[src/rtl/counter_call_dispatcher.sv]
// counter_call_dispatcher: queues issued ticket numbers and hands them round-robin to counters pressing "next"
module counter_call_dispatcher #(
  parameter int NUM_W   = 6,
  parameter int N_CNT   = 5,
  parameter int DEPTH   = 16,
  parameter int ANN_CYC = 4
) (
  input  logic                     clk,
  input  logic                     rst,
  input  logic                     issue_valid,
  input  logic [NUM_W-1:0]         issue_number,
  input  logic [N_CNT-1:0]         next_req,
  output logic [N_CNT*NUM_W-1:0]   serving_numbers,
  output logic [N_CNT-1:0]         counter_waiting,
  output logic                     call_valid,
  output logic [2:0]               call_counter,
  output logic [NUM_W-1:0]         call_number,
  output logic                     call_busy,
  output logic [NUM_W-1:0]         max_call_number,
  output logic [$clog2(DEPTH):0]   waiting_count,
  output logic                     queue_overflow
);
  localparam int AW = $clog2(DEPTH);
  localparam int TW = $clog2(ANN_CYC + 1);
  localparam logic [AW:0] FULL = (AW+1)'(DEPTH);
  localparam logic [2:0] LAST = 3'(N_CNT - 1);
  localparam logic [TW-1:0] T_LOAD = TW'(ANN_CYC - 1);

  typedef enum logic {IDLE, ANNOUNCE} state_t;

  state_t            state, state_n;
  logic [TW-1:0]     timer, timer_n;
  logic [NUM_W-1:0]  mem [DEPTH];
  logic [AW-1:0]     wr_ptr, rd_ptr;
  logic [N_CNT-1:0]  prev_req, pending, clear;
  logic [2:0]        rr_ptr, win, idx;
  logic              found, grant, push;

  assign counter_waiting = pending;
  assign call_busy       = (state == ANNOUNCE);
  assign push            = issue_valid && (waiting_count != FULL);
  assign grant           = (state == IDLE) && (waiting_count != '0) && found;
  assign clear           = {{(N_CNT-1){1'b0}}, grant} << win;

  // pick the first pending counter at or after rr_ptr; lower offsets overwrite higher ones
  always_comb begin
    win   = '0;
    found = 1'b0;
    idx   = '0;
    for (int j = N_CNT - 1; j >= 0; j--) begin
      idx = 3'((int'(rr_ptr) + j) % N_CNT);
      if (pending[idx]) begin
        win   = idx;
        found = 1'b1;
      end
    end
  end

  // a grant opens an announce window of ANN_CYC cycles before the next call
  always_comb begin
    state_n = (state == IDLE) ? (grant ? ANNOUNCE : IDLE) : ((timer == '0) ? IDLE : ANNOUNCE);
    timer_n = grant ? T_LOAD : ((timer == '0) ? timer : timer - 1'b1);
  end

  // FSM state and announce timer
  always_ff @(posedge clk or posedge rst) begin
    if (rst) begin
      state <= IDLE;
      timer <= '0;
    end else begin
      state <= state_n;
      timer <= timer_n;
    end
  end

  // FIFO storage needs no reset; emptiness is tracked by the pointers and count
  always_ff @(posedge clk) begin
    if (push) mem[wr_ptr] <= issue_number;
  end

  // press capture, FIFO bookkeeping and call outputs
  always_ff @(posedge clk or posedge rst) begin
    if (rst) begin
      prev_req        <= '0;
      pending         <= '0;
      wr_ptr          <= '0;
      rd_ptr          <= '0;
      waiting_count   <= '0;
      queue_overflow  <= 1'b0;
      rr_ptr          <= '0;
      call_valid      <= 1'b0;
      call_counter    <= '0;
      call_number     <= '0;
      max_call_number <= '0;
      serving_numbers <= '0;
    end else begin
      prev_req      <= next_req;
      pending       <= (pending | (next_req & ~prev_req)) & ~clear;
      waiting_count <= waiting_count + {{AW{1'b0}}, push} - {{AW{1'b0}}, grant};
      call_valid    <= grant;
      if (push) wr_ptr <= wr_ptr + 1'b1;
      if (issue_valid && !push) queue_overflow <= 1'b1;
      if (grant) begin
        rd_ptr                                  <= rd_ptr + 1'b1;
        rr_ptr                                  <= (win == LAST) ? 3'd0 : win + 3'd1;
        serving_numbers[win*NUM_W +: NUM_W]     <= mem[rd_ptr];
        call_counter                            <= win;
        call_number                             <= mem[rd_ptr];
        max_call_number                         <= mem[rd_ptr];
      end
    end
  end
endmodule

[config.mk]
export PLATFORM = sky130hd
export DESIGN_NAME = counter_call_dispatcher
export DESIGN_NICKNAME = d
export VERILOG_FILES = /design/src/rtl/counter_call_dispatcher.sv
export SDC_FILE = /design/constraint.sdc
export NUM_CORES = 1
export LEC_CHECK = 0
export ABC_AREA = 0
export CAP_MARGIN = 5
export CORE_MARGIN = 3
export CORE_UTILIZATION = 30
export DETAILED_ROUTE_END_ITERATION = 10
export PLACE_DENSITY = 0.59
export SETUP_SLACK_MARGIN = 0.3
export SLEW_MARGIN = 30
export SYNTH_ARGS = -nofsm -noshare
export SYNTH_HDL_FRONTEND = slang
export SYNTH_SLANG_ARGS = --single-unit
[constraint.sdc]
create_clock -name clk -period 10.5 [get_ports clk]
set_input_delay 1.575 -clock clk [delete_from_list [all_inputs] [get_ports clk]]
set_output_delay 1.575 -clock clk [all_outputs]
set_load 0.01 [all_outputs]
## Word level (Yosys, flattened, before mapping)

Memories as Yosys holds them, arrays and structs flattened.
Cells that the tools add are included.

| operators by class | value |
|---|---|
| add/subtract/negate cells | 11 |
| multipliers | 1 |
| divide/modulo/power cells | 5 |
| $lt $le $gt $ge | 5 |
| equality and inequality tests | 3 |
| shift-type cells | 3 |
| muxes and demuxes | 29 |
| bitwise logic cells | 6 |
| reduce and logical (&&, ||, !) cells | 7 |

Operators by type and width:

| kind | number |
|---|---|
| remainder unit 32 x 4 -> 32 bit (second input constant) | 4 |
| negator 6 -> 34 bit | 1 |
| variable shift 6 x 34 -> 30 bit (first input constant) | 1 |
| indexed part select 6 x 34 -> 30 bit | 1 |
| remainder unit 4 x 4 -> 32 bit (second input constant) | 1 |
| bitwise mux 30 bit | 1 |
| two-way mux 3 bit | 8 |
| < comparator 3 x 4 -> 1 bit (second input constant) | 5 |
| binary-select mux 1 bit (select 3 bit) | 5 |
| two-way mux 1 bit | 15 |
| bitwise AND 5 bit | 2 |
| inverter 5 bit | 2 |
| adder 3 x 2 -> 4 bit (second input constant) | 2 |
| adder 4 x 1 -> 4 bit (second input constant) | 2 |
| adder 5 x 1 -> 5 bit | 1 |
| multiplier 3 x 2 -> 5 bit (second input constant) | 1 |
| != test 5 bit (second input constant) | 1 |
| bitwise OR 5 bit | 1 |
| nonzero test 5 bit | 1 |
| left shift 1 x 3 -> 5 bit | 1 |
| subtractor 5 x 1 -> 5 bit | 1 |
| adder 3 x 1 -> 4 bit (second input constant) | 1 |
| adder 3 x 3 -> 4 bit (second input constant) | 1 |
| logical AND 1 bit | 4 |
| 7 further kinds | 7 |

| storage, ports and cells | value |
|---|---|
| register bits | 71 |
| bits in writable memories | 96 |
| input bits | 14 |
| output and inout bits | 58 |
| memories | 1 |

Memories:

| memory | words | bits a word | read ports | clocked after Yosys merged registers in | wr ports | RTL line | RTL |
|---|---|---|---|---|---|---|---|
| mem | 16 | 6 | 1 | 0 | 1 | 33 | `logic [NUM_W-1:0] mem [DEPTH];` |

## Longest topological paths before layout

Gate-level depths: netlist of the first run.

| depth | value |
|---|---|
| depth after elaboration | 13 |
| mapped depth | 38 |
| depth with buffers taken out | 35 |

## Worst setup path before layout of the first run

OpenSTA, ideal clock, no wires.

| path | value |
|---|---|
| path kind | reg-to-reg |
| from | register rr_ptr[0] |
| to | register serving_numbers[2] |
| data arrival time | 8.515 ns |
| setup slack | 1.858 ns |
| cell stages (with the launch flop) | 39 |
| buffers on the path | 3 |
| path through | dfrtp_1 > buf_2 > inv_1 > buf_2 > ha_1 > inv_1 > ha_1 > inv_1 > ha_1 > or3_1 > nand3_1 > and2_1 > inv_1 > ha_1 > inv_1 > o21ai_0 > o32ai_4 > mux2_2 > [3 not listed] > o21ai_0 > a21oi_1 > o31ai_1 > ha_1 > inv_1 > fa_1 > clkbuf_1 > nand3b_1 > a21oi_1 > a32oi_4 > nand3_2 > nor2_1 > ha_1 > or4_1 > a211oi_2 > nor4b_4 > a21o_1 > mux2_1 |

| on the way | value |
|---|---|
| word-level cells in the longest chain between the ends | 13 |

RTL lines:

| element | RTL line | RTL |
|---|---|---|
| from (decl) | 36 | `logic [2:0] rr_ptr, win, idx;` |
| from (signal assigned) | 105 | `rr_ptr <= (win == LAST) ? 3'd0 : win + 3'd1;` |
| adder 3 x 3 -> 4 bit | 51 | `idx = 3'((int'(rr_ptr) + j) % N_CNT);` |
| remainder unit 32 x 4 -> 32 bit | 51 |  |
| binary-select mux 1 bit (select 3 bit) | 52 | `if (pending[idx]) begin` |
| two-way mux 1 bit (not written as such) | 52 |  |
| two-way mux 3 bit (4 in a row) | 52 |  |
| two-way mux 3 bit * | 52 |  |
| via win[1] | 36 |  |
| multiplier 3 x 2 -> 5 bit * | 106 | `serving_numbers[win*NUM_W +: NUM_W] <= mem[rd_ptr];` |
| negator 6 -> 34 bit * | 106 |  |
| indexed part select 6 x 34 -> 30 bit / variable shift 6 x 34 -> 30 bit (equally long branches) | 106 |  |
| bitwise mux 30 bit * | 106 |  |
| to (signal, indexed assignment) | 106 |  |
| to (decl) | 13 | `output logic [N_CNT*NUM_W-1:0] serving_numbers,` |

Mark *: on every way through the listed nets, which the timed path passes. The rest lies on a longest branch. The select of a mux whose other input is x is not followed.
A chain may end at the register's enable or synchronous reset.

## Worst setup path in the final report of the first run

| path | value |
|---|---|
| from | register rr_ptr[1] |
| to | register serving_numbers[3] |

| on the way | value |
|---|---|
| word-level cells in the longest chain between the ends | 13 |

RTL lines:

| element | RTL line |
|---|---|
| adder 3 x 3 -> 4 bit | 51 |
| remainder unit 32 x 4 -> 32 bit | 51 |
| binary-select mux 1 bit (select 3 bit) | 52 |
| two-way mux 1 bit (not written as such) | 52 |
| two-way mux 3 bit (5 in a row) | 52 |
| multiplier 3 x 2 -> 5 bit | 106 |
| negator 6 -> 34 bit | 106 |
| indexed part select 6 x 34 -> 30 bit / variable shift 6 x 34 -> 30 bit (equally long branches) | 106 |
| bitwise mux 30 bit | 106 |

Several ways; a longest one is shown, not always the timed one. The select of a mux whose other input is x is not followed.

==> impl_metrics.ini, run 1 <==
[clock_tree]
cts_sinks = 167
cts_root_buf = clkbuf_16
ctsHoldBuffers = 0
htreeDepth = 4
cts_buffers = 17
clkTransAtPathRegs_ns = 0.07
cts_buffer_depth = 2
clk_latency_ns = 0.44
tritoncts = done

[synthesis]
async_reset_ff_share_pct = 42.5
yosysTopAreaCell = edfxtp_1
synth_cell_types = 87
synth_nets = 881
synth_ff_type = edfxtp_1
yosysSeqAreaShare_pct = 48.9
syn-mean-instance-area_um2 = 11.6
netlist_area_um2 = 9540
synth_edf_count = 96
ys_seq_elements = 167
synth_cells = 825
synth.area.top_cells = edfxtp_1 30%, dfrtp_1 19%, ha_1 5.2%, mux2i_1 3.7%, mux2_2 3.4%
synth_warnings = 0
synth_top_cells_by_count = 96 x edfxtp_1, 71 x dfrtp_1, 56 x nor2_1
synth.most_common_cell = edfxtp_1
synth_top_area_share_pct = 30.2

[place]
dp_hpwl_um = 17600
post-place-ws_ns = 1.12
port-buffer-count = 71
place.gp.congestion = 0.927

[grt]
met3_usage_pct = 2.47
grt_max_degree = 40
grt_pass1_wl_um = 38200
antenna_found_initial = 0
grt_pass1_vias = 6609
use_met2_pct = 23.0
globalRouteTotalUtil_pct = 14.4
grt-ovfl-total = 0
busiest_layer = met2
global_route.usage.met1_pct = 19.9

[outcome]
status = complete, no violations

[cells_and_area]
syn2layout_area_growth_pct = 18.1
antennaDiodeCount = 0
regArea_um2 = 4660
fin_util_pct = 36.3
drive_gt1_share_pct = 13.9
nets = 934
multi_input_area_um2 = 4470
n_fill_cell = 3010

[flow_run]
max-cap-violations = 0

[drt]
wirelength_um = 24300
wl_per_cell_um = 18.9
num_vias = 6704
first_iter_violations = 491
drt-vias-per-instance = 5.21
ant_nets = 0
drcViolationCount = 0
first_pass_iters = 5

[sta]
hold_viol = 0
setup_violations = 0
finalCritPeriodShare_pct = 89.0
tightestPinTransition_ns = 0.799
setup_tns_ns = 0
setup_ws_ns = 1.16
clock.fmax_mhz = 107
slew_headroom_pct = 46.7
fin_worst_skew_ns = 0.0188
fin_crit_ns = 9.34
whs_ns = 0.491
rsz0062_at_grt = false
slew_viol_final = 0

[worst_setup_path]
worst_ep_required_time_ns = 10.81
r2r_start = rr_ptr[1]$_DFFE_PP0P_
r2r_slack_ns = 1.16
cp_max_fo = 16
start_kind = flip-flop
path_class = reg -> reg
max_stage_delay_ns = 0.59
worstPathArrival_ns = 9.66
cp_common_cell = inv_1
setup.worst_path.end_class = flip-flop
worst_r2r_path_depth = 34
cpMaxStageDelayCell = or4_1
r2r-end = serving_numbers[3]$_DFFE_PP0P_

[floorplan]
io_pins = 72
dieArea_um2 = 34000
core_area_um2 = 31000
rows = 64
die_h_um = 184
start_util_pct = 30.8
fp.dieW_um = 184

[min_path]
hp-start = queue_overflow$_DFFE_PP0P_
hold_end = queue_overflow$_DFFE_PP0P_
hold_depth = 1
hold_class = reg -> reg
-- layer usage --
layer	vias to the layer above	routed length (µm)
met3	46	1140
met4	0	614
met5	-	0
li1	3187	-
met1	3245	11200
met2	226	11300
-- worst max-delay path: cells and delay by family, from the launching register on --
| kind | cells | cell delay, ns |
|---|---|---|
| and+or+nand+nor | 9 | 2.49 |
| adders and majority gates | 7 | 2.29 |
| AOI/OAI and AO/OA | 8 | 1.98 |
| buffers and inverters | 7 | 1.01 |
| muxes | 3 | 0.90 |
| DFF | 1 | 0.56 |
-- kinds of logic (layout without fill, tap and decap cells) --
logic type | Yosys count | in the layout | share of synthesized area (%)
adder cells (fa/ha/maj) | 42 | 42 | 5.67
buffers and inverters | 99 | 165 | 4.38
XOR/XNOR | 22 | 22 | 2.18
AO/OA/AOI/OAI | 190 | 190 | 15.6
multiplexers | 86 | 86 | 11.2
flip-flops | 167 | 167 | 48.9
AND/OR/NAND/NOR | 219 | 219 | 12.1
-- worst max path at each step --
stage,startpoint,endpoint,slack (ns),cells past startpoint
global route,rr_ptr[1]$_DFFE_PP0P_,serving_numbers[2]$_DFFE_PP0P_,0.48,32
finish,rr_ptr[1]$_DFFE_PP0P_,serving_numbers[3]$_DFFE_PP0P_,1.16,34
global placement,rr_ptr[1]$_DFFE_PP0P_,serving_numbers[2]$_DFFE_PP0P_,1.37,32
floorplan,rr_ptr[0]$_DFFE_PP0P_,serving_numbers[2]$_DFFE_PP0P_,1.86,38
CTS,rr_ptr[1]$_DFFE_PP0P_,serving_numbers[3]$_DFFE_PP0P_,1.07,32
detailed placement,rr_ptr[1]$_DFFE_PP0P_,serving_numbers[3]$_DFFE_PP0P_,1.12,32
-- final cells by class --
| type | instances | share of cell area [%] |
|---|---|---|
| Clock buffer | 17 | 3.78 |
| Clock inverter | 15 | 1.87 |
| Inverter | 51 | 1.71 |
| Multi-Input combinational cell | 559 | 39.7 |
| Sequential cell | 167 | 41.4 |
| Tap cell | 396 | 4.40 |
| Timing Repair Buffer | 82 | 7.15 |
-- cells in the final DEF (no fill, tap or decap), types with 6 or more instances in the layout --
| cell | instances |
|---|---|
| nor2b_1 | 6 |
| dfrtp_1 | 70 |
| a31oi_1 | 13 |
| nor2_1 | 56 |
| nand2b_1 | 12 |
| o21ai_0 | 27 |
| nor3_1 | 13 |
| inv_1 | 46 |
| mux2_2 | 29 |
| mux2_1 | 9 |
| a22oi_1 | 10 |
| nand2_1 | 54 |
| clkdlybuf4s50_1 | 71 |
| clkbuf_16 | 17 |
| a21oi_1 | 41 |
| nand3_1 | 8 |
| and3_1 | 8 |
| buf_4 | 10 |
| mux4_2 | 13 |
| ha_1 | 39 |
| edfxtp_1 | 96 |
| o21ai_1 | 6 |
| xnor2_1 | 16 |
| a221oi_1 | 7 |
| o211ai_1 | 8 |
| mux2i_1 | 35 |
| and2_1 | 18 |
| nor3b_1 | 6 |
-- what timing repair did --
action,4_1_cts,5_1_grt
setup buffers,0,0
endpoints found under the setup margin,0,4
resized for setup,0,1
-- per-stage QoR --
step	cell area [µm²]	cells
final	11300	1287
after global routing	11300	1287
after CTS	11300	1287
after detailed placement	10600	1255
after global placement	10600	1254
after floorplan	9540	825
-- state kept, by name, summed over array words and instances (netlist names), 3 cells and up --
signal and flops:
counter_waiting 5, timer 3, waiting_count 5, max_call_number 6, rr_ptr 3, prev_req 5, call_counter 3, wr_ptr 4
mem 96, serving_numbers 30, rd_ptr 4
Power of run 1 is left out: the tool's default activity adds up to more than one toggle a clock period on the data nets, which glitch-free logic cannot reach.
==> inputs of run 2 (changes only) <==
Settings changed: CTS_CLUSTER_SIZE set to 14.
==> results of run 2 <==
Final layout, timing and power as in run 1 (identical DEF).
Power of run 2 is left out for the same reason.
==> inputs of run 3 (changes only) <==
==> constraint.sdc (replaced) <==
create_clock -name clk -period 8.85 [get_ports clk]
set_input_delay 0.885 -clock clk [delete_from_list [all_inputs] [get_ports clk]]
set_output_delay 0.885 -clock clk [all_outputs]
set_load 0.01 [all_outputs]
==> run 3 against run 2 <==
  * Die area unchanged
  * Global-route usage increased by 0.37 points
  * Sequential share of layout area decreased by 0.69 points
  * Register-to-register slack got worse by 0.52 ns
  * Count of clock-buffer cells in the layout unchanged
  * Via count increased by 2.7%
  * Non-clock buffer count increased by 19
  * Final cell count increased by 1.5%
  * Setup slack got worse by 0.52 ns
  * Hold slack got worse by 0.0022 ns
  * Routed wire length increased by 1.2%
  * Critical path type unchanged
  * Highest routed layer unchanged
==> impl_metrics.ini, run 3 (synthesis gave the netlist of run 1 again) <==
[outcome]
status = complete, no violations

[sta]
setup_violations = 0
hold_viol = 0
finalCritPeriodShare_pct = 92.8
rsz0062_at_grt = false
tightestPinTransition_ns = 0.802
fin_crit_ns = 8.22
clock.fmax_mhz = 122
setup_tns_ns = 0
slew_headroom_pct = 46.5
slew_viol_final = 0
fin_worst_skew_ns = 0.0166

[drt]
wirelength_um = 24600
first_iter_violations = 533
ant_nets = 0
drcViolationCount = 0
first_pass_iters = 5
num_vias = 6887
wl_per_cell_um = 18.8
drt-vias-per-instance = 5.27

[clock_tree]
clkTransAtPathRegs_ns = 0.07
htreeDepth = 4
ctsHoldBuffers = 0
cts_root_buf = clkbuf_16
tritoncts = done
cts_sinks = 167
clk_latency_ns = 0.44
cts_buffer_depth = 2
cts_buffers = 17

[grt]
antenna_found_initial = 0
grt-ovfl-total = 0
grt_pass1_vias = 6727
grt_max_degree = 48
grt_pass1_wl_um = 39200
globalRouteTotalUtil_pct = 14.8

[cells_and_area]
finalNonFillerCells = 1306
final_cell_mix = 96 x edfxtp_1, 71 x clkdlybuf4s50_1, 70 x dfrtp_1, 56 x nor2_1, 54 x nand2_1
syn2layout_area_growth_pct = 20.1
antennaDiodeCount = 0
nets = 953
largest_register_ffs = 96
regMostFlops = mem
drive_gt1_share_pct = 16.3
top_regs = mem: 96 flops, serving_numbers: 30 flops, max_call_number: 6 flops
final_area_um2 = 11500
layout_commonest_cell = edfxtp_1

[place]
placed_cell_area_um2 = 10700
port-buffer-count = 71
post-place-cells = 1263
place.gp.congestion = 0.912
dp_hpwl_um = 17700

[min_path]
hp-start = serving_numbers[26]$_DFFE_PP0P_
hold_class = reg -> reg
hold_depth = 1
hold_end = serving_numbers[26]$_DFFE_PP0P_

[worst_setup_path]
path_class = reg -> reg
max_stage_delay_ns = 0.61
cp_common_cell = inv_1
r2r_start = rr_ptr[0]$_DFFE_PP0P_
cpMaxStageDelayCell = or4_1
r2r_slack_ns = 0.63
r2r-end = serving_numbers[1]$_DFFE_PP0P_
worstPathArrival_ns = 8.53
worst_r2r_path_depth = 35
worst_ep_required_time_ns = 9.17
cp_max_fo = 11
cp_top_family = simple AND/OR/NAND/NOR gates
start_kind = flip-flop
path_depth = 35
setup.worst_path.end_class = flip-flop
path_buf_inv = 7

[floorplan]
fp.dieW_um = 184
core_area_um2 = 31000
start_util_pct = 30.8
die_h_um = 184
dieArea_um2 = 34000
io_pins = 72
rows = 64

[flow_run]
max-cap-violations = 0
-- run 3: worst max path at each step --
| stage | from | to | slack (ns) |
|---|---|---|---|
| after CTS | rr_ptr[0]$_DFFE_PP0P_ | serving_numbers[2]$_DFFE_PP0P_ | 0.35 |
| after floorplan | rr_ptr[0]$_DFFE_PP0P_ | serving_numbers[2]$_DFFE_PP0P_ | 0.43 |
| after global routing | rr_ptr[1]$_DFFE_PP0P_ | serving_numbers[0]$_DFFE_PP0P_ | 0.26 |
| after detailed placement | rr_ptr[0]$_DFFE_PP0P_ | serving_numbers[3]$_DFFE_PP0P_ | 0.36 |
| final | rr_ptr[0]$_DFFE_PP0P_ | serving_numbers[1]$_DFFE_PP0P_ | 0.63 |
| after global placement | rr_ptr[0]$_DFFE_PP0P_ | serving_numbers[3]$_DFFE_PP0P_ | 0.67 |
-- run 3: cell type report --
class,count,area (µm²)
fillers,2979,19500
flip-flops and latches,167,4660
multi-input cells,559,4520
repair buffers,101,956
well taps,396,495
clock buffers,17,425
clock inverters,15,209
inverters,51,193
-- run 3: metrics by stage --
step / hold slack (ns) / worst slack (ns) / util [%]
after detailed placement: 0.482 / 0.355 / 34.5
final: 0.489 / 0.634 / 37.0
after floorplan: 0.480 / 0.426 / -
after global routing: 0.521 / 0.258 / 37.0
after CTS: 0.498 / 0.346 / 36.6
after global placement: 0.471 / 0.673 / 34.4
-- run 3: worst register-to-register path: cells and delay by family, from the launching register on --
kind | cells | cell delay [ns]
adder cells (fa/ha/maj) | 7 | 1.97
AND/OR/NAND/NOR | 10 | 2.53
AO/OA/AOI/OAI | 8 | 1.79
multiplexers | 3 | 0.85
buffers and inverters | 7 | 0.57
flip-flops | 1 | 0.38
-- run 3: timing repair --
item	4_1_cts	5_1_grt
setup endpoints to repair	0	6
setup buffers	0	11
resized for setup	0	8
-- run 3: per-layer routing --
metal / wire (µm) / part of all wire [%] / track usage [%] / up-vias
met4: 380 / 1.5 / 3.42 / 0
li1: - / - / - / 3232
met2: 11700 / 48 / 23.7 / 229
met1: 11200 / 46 / 20.7 / 3391
met3: 1290 / 5.3 / 2.84 / 35
met5: 0 / 0 / 0 / -
Power of run 3 is left out for the same reason.
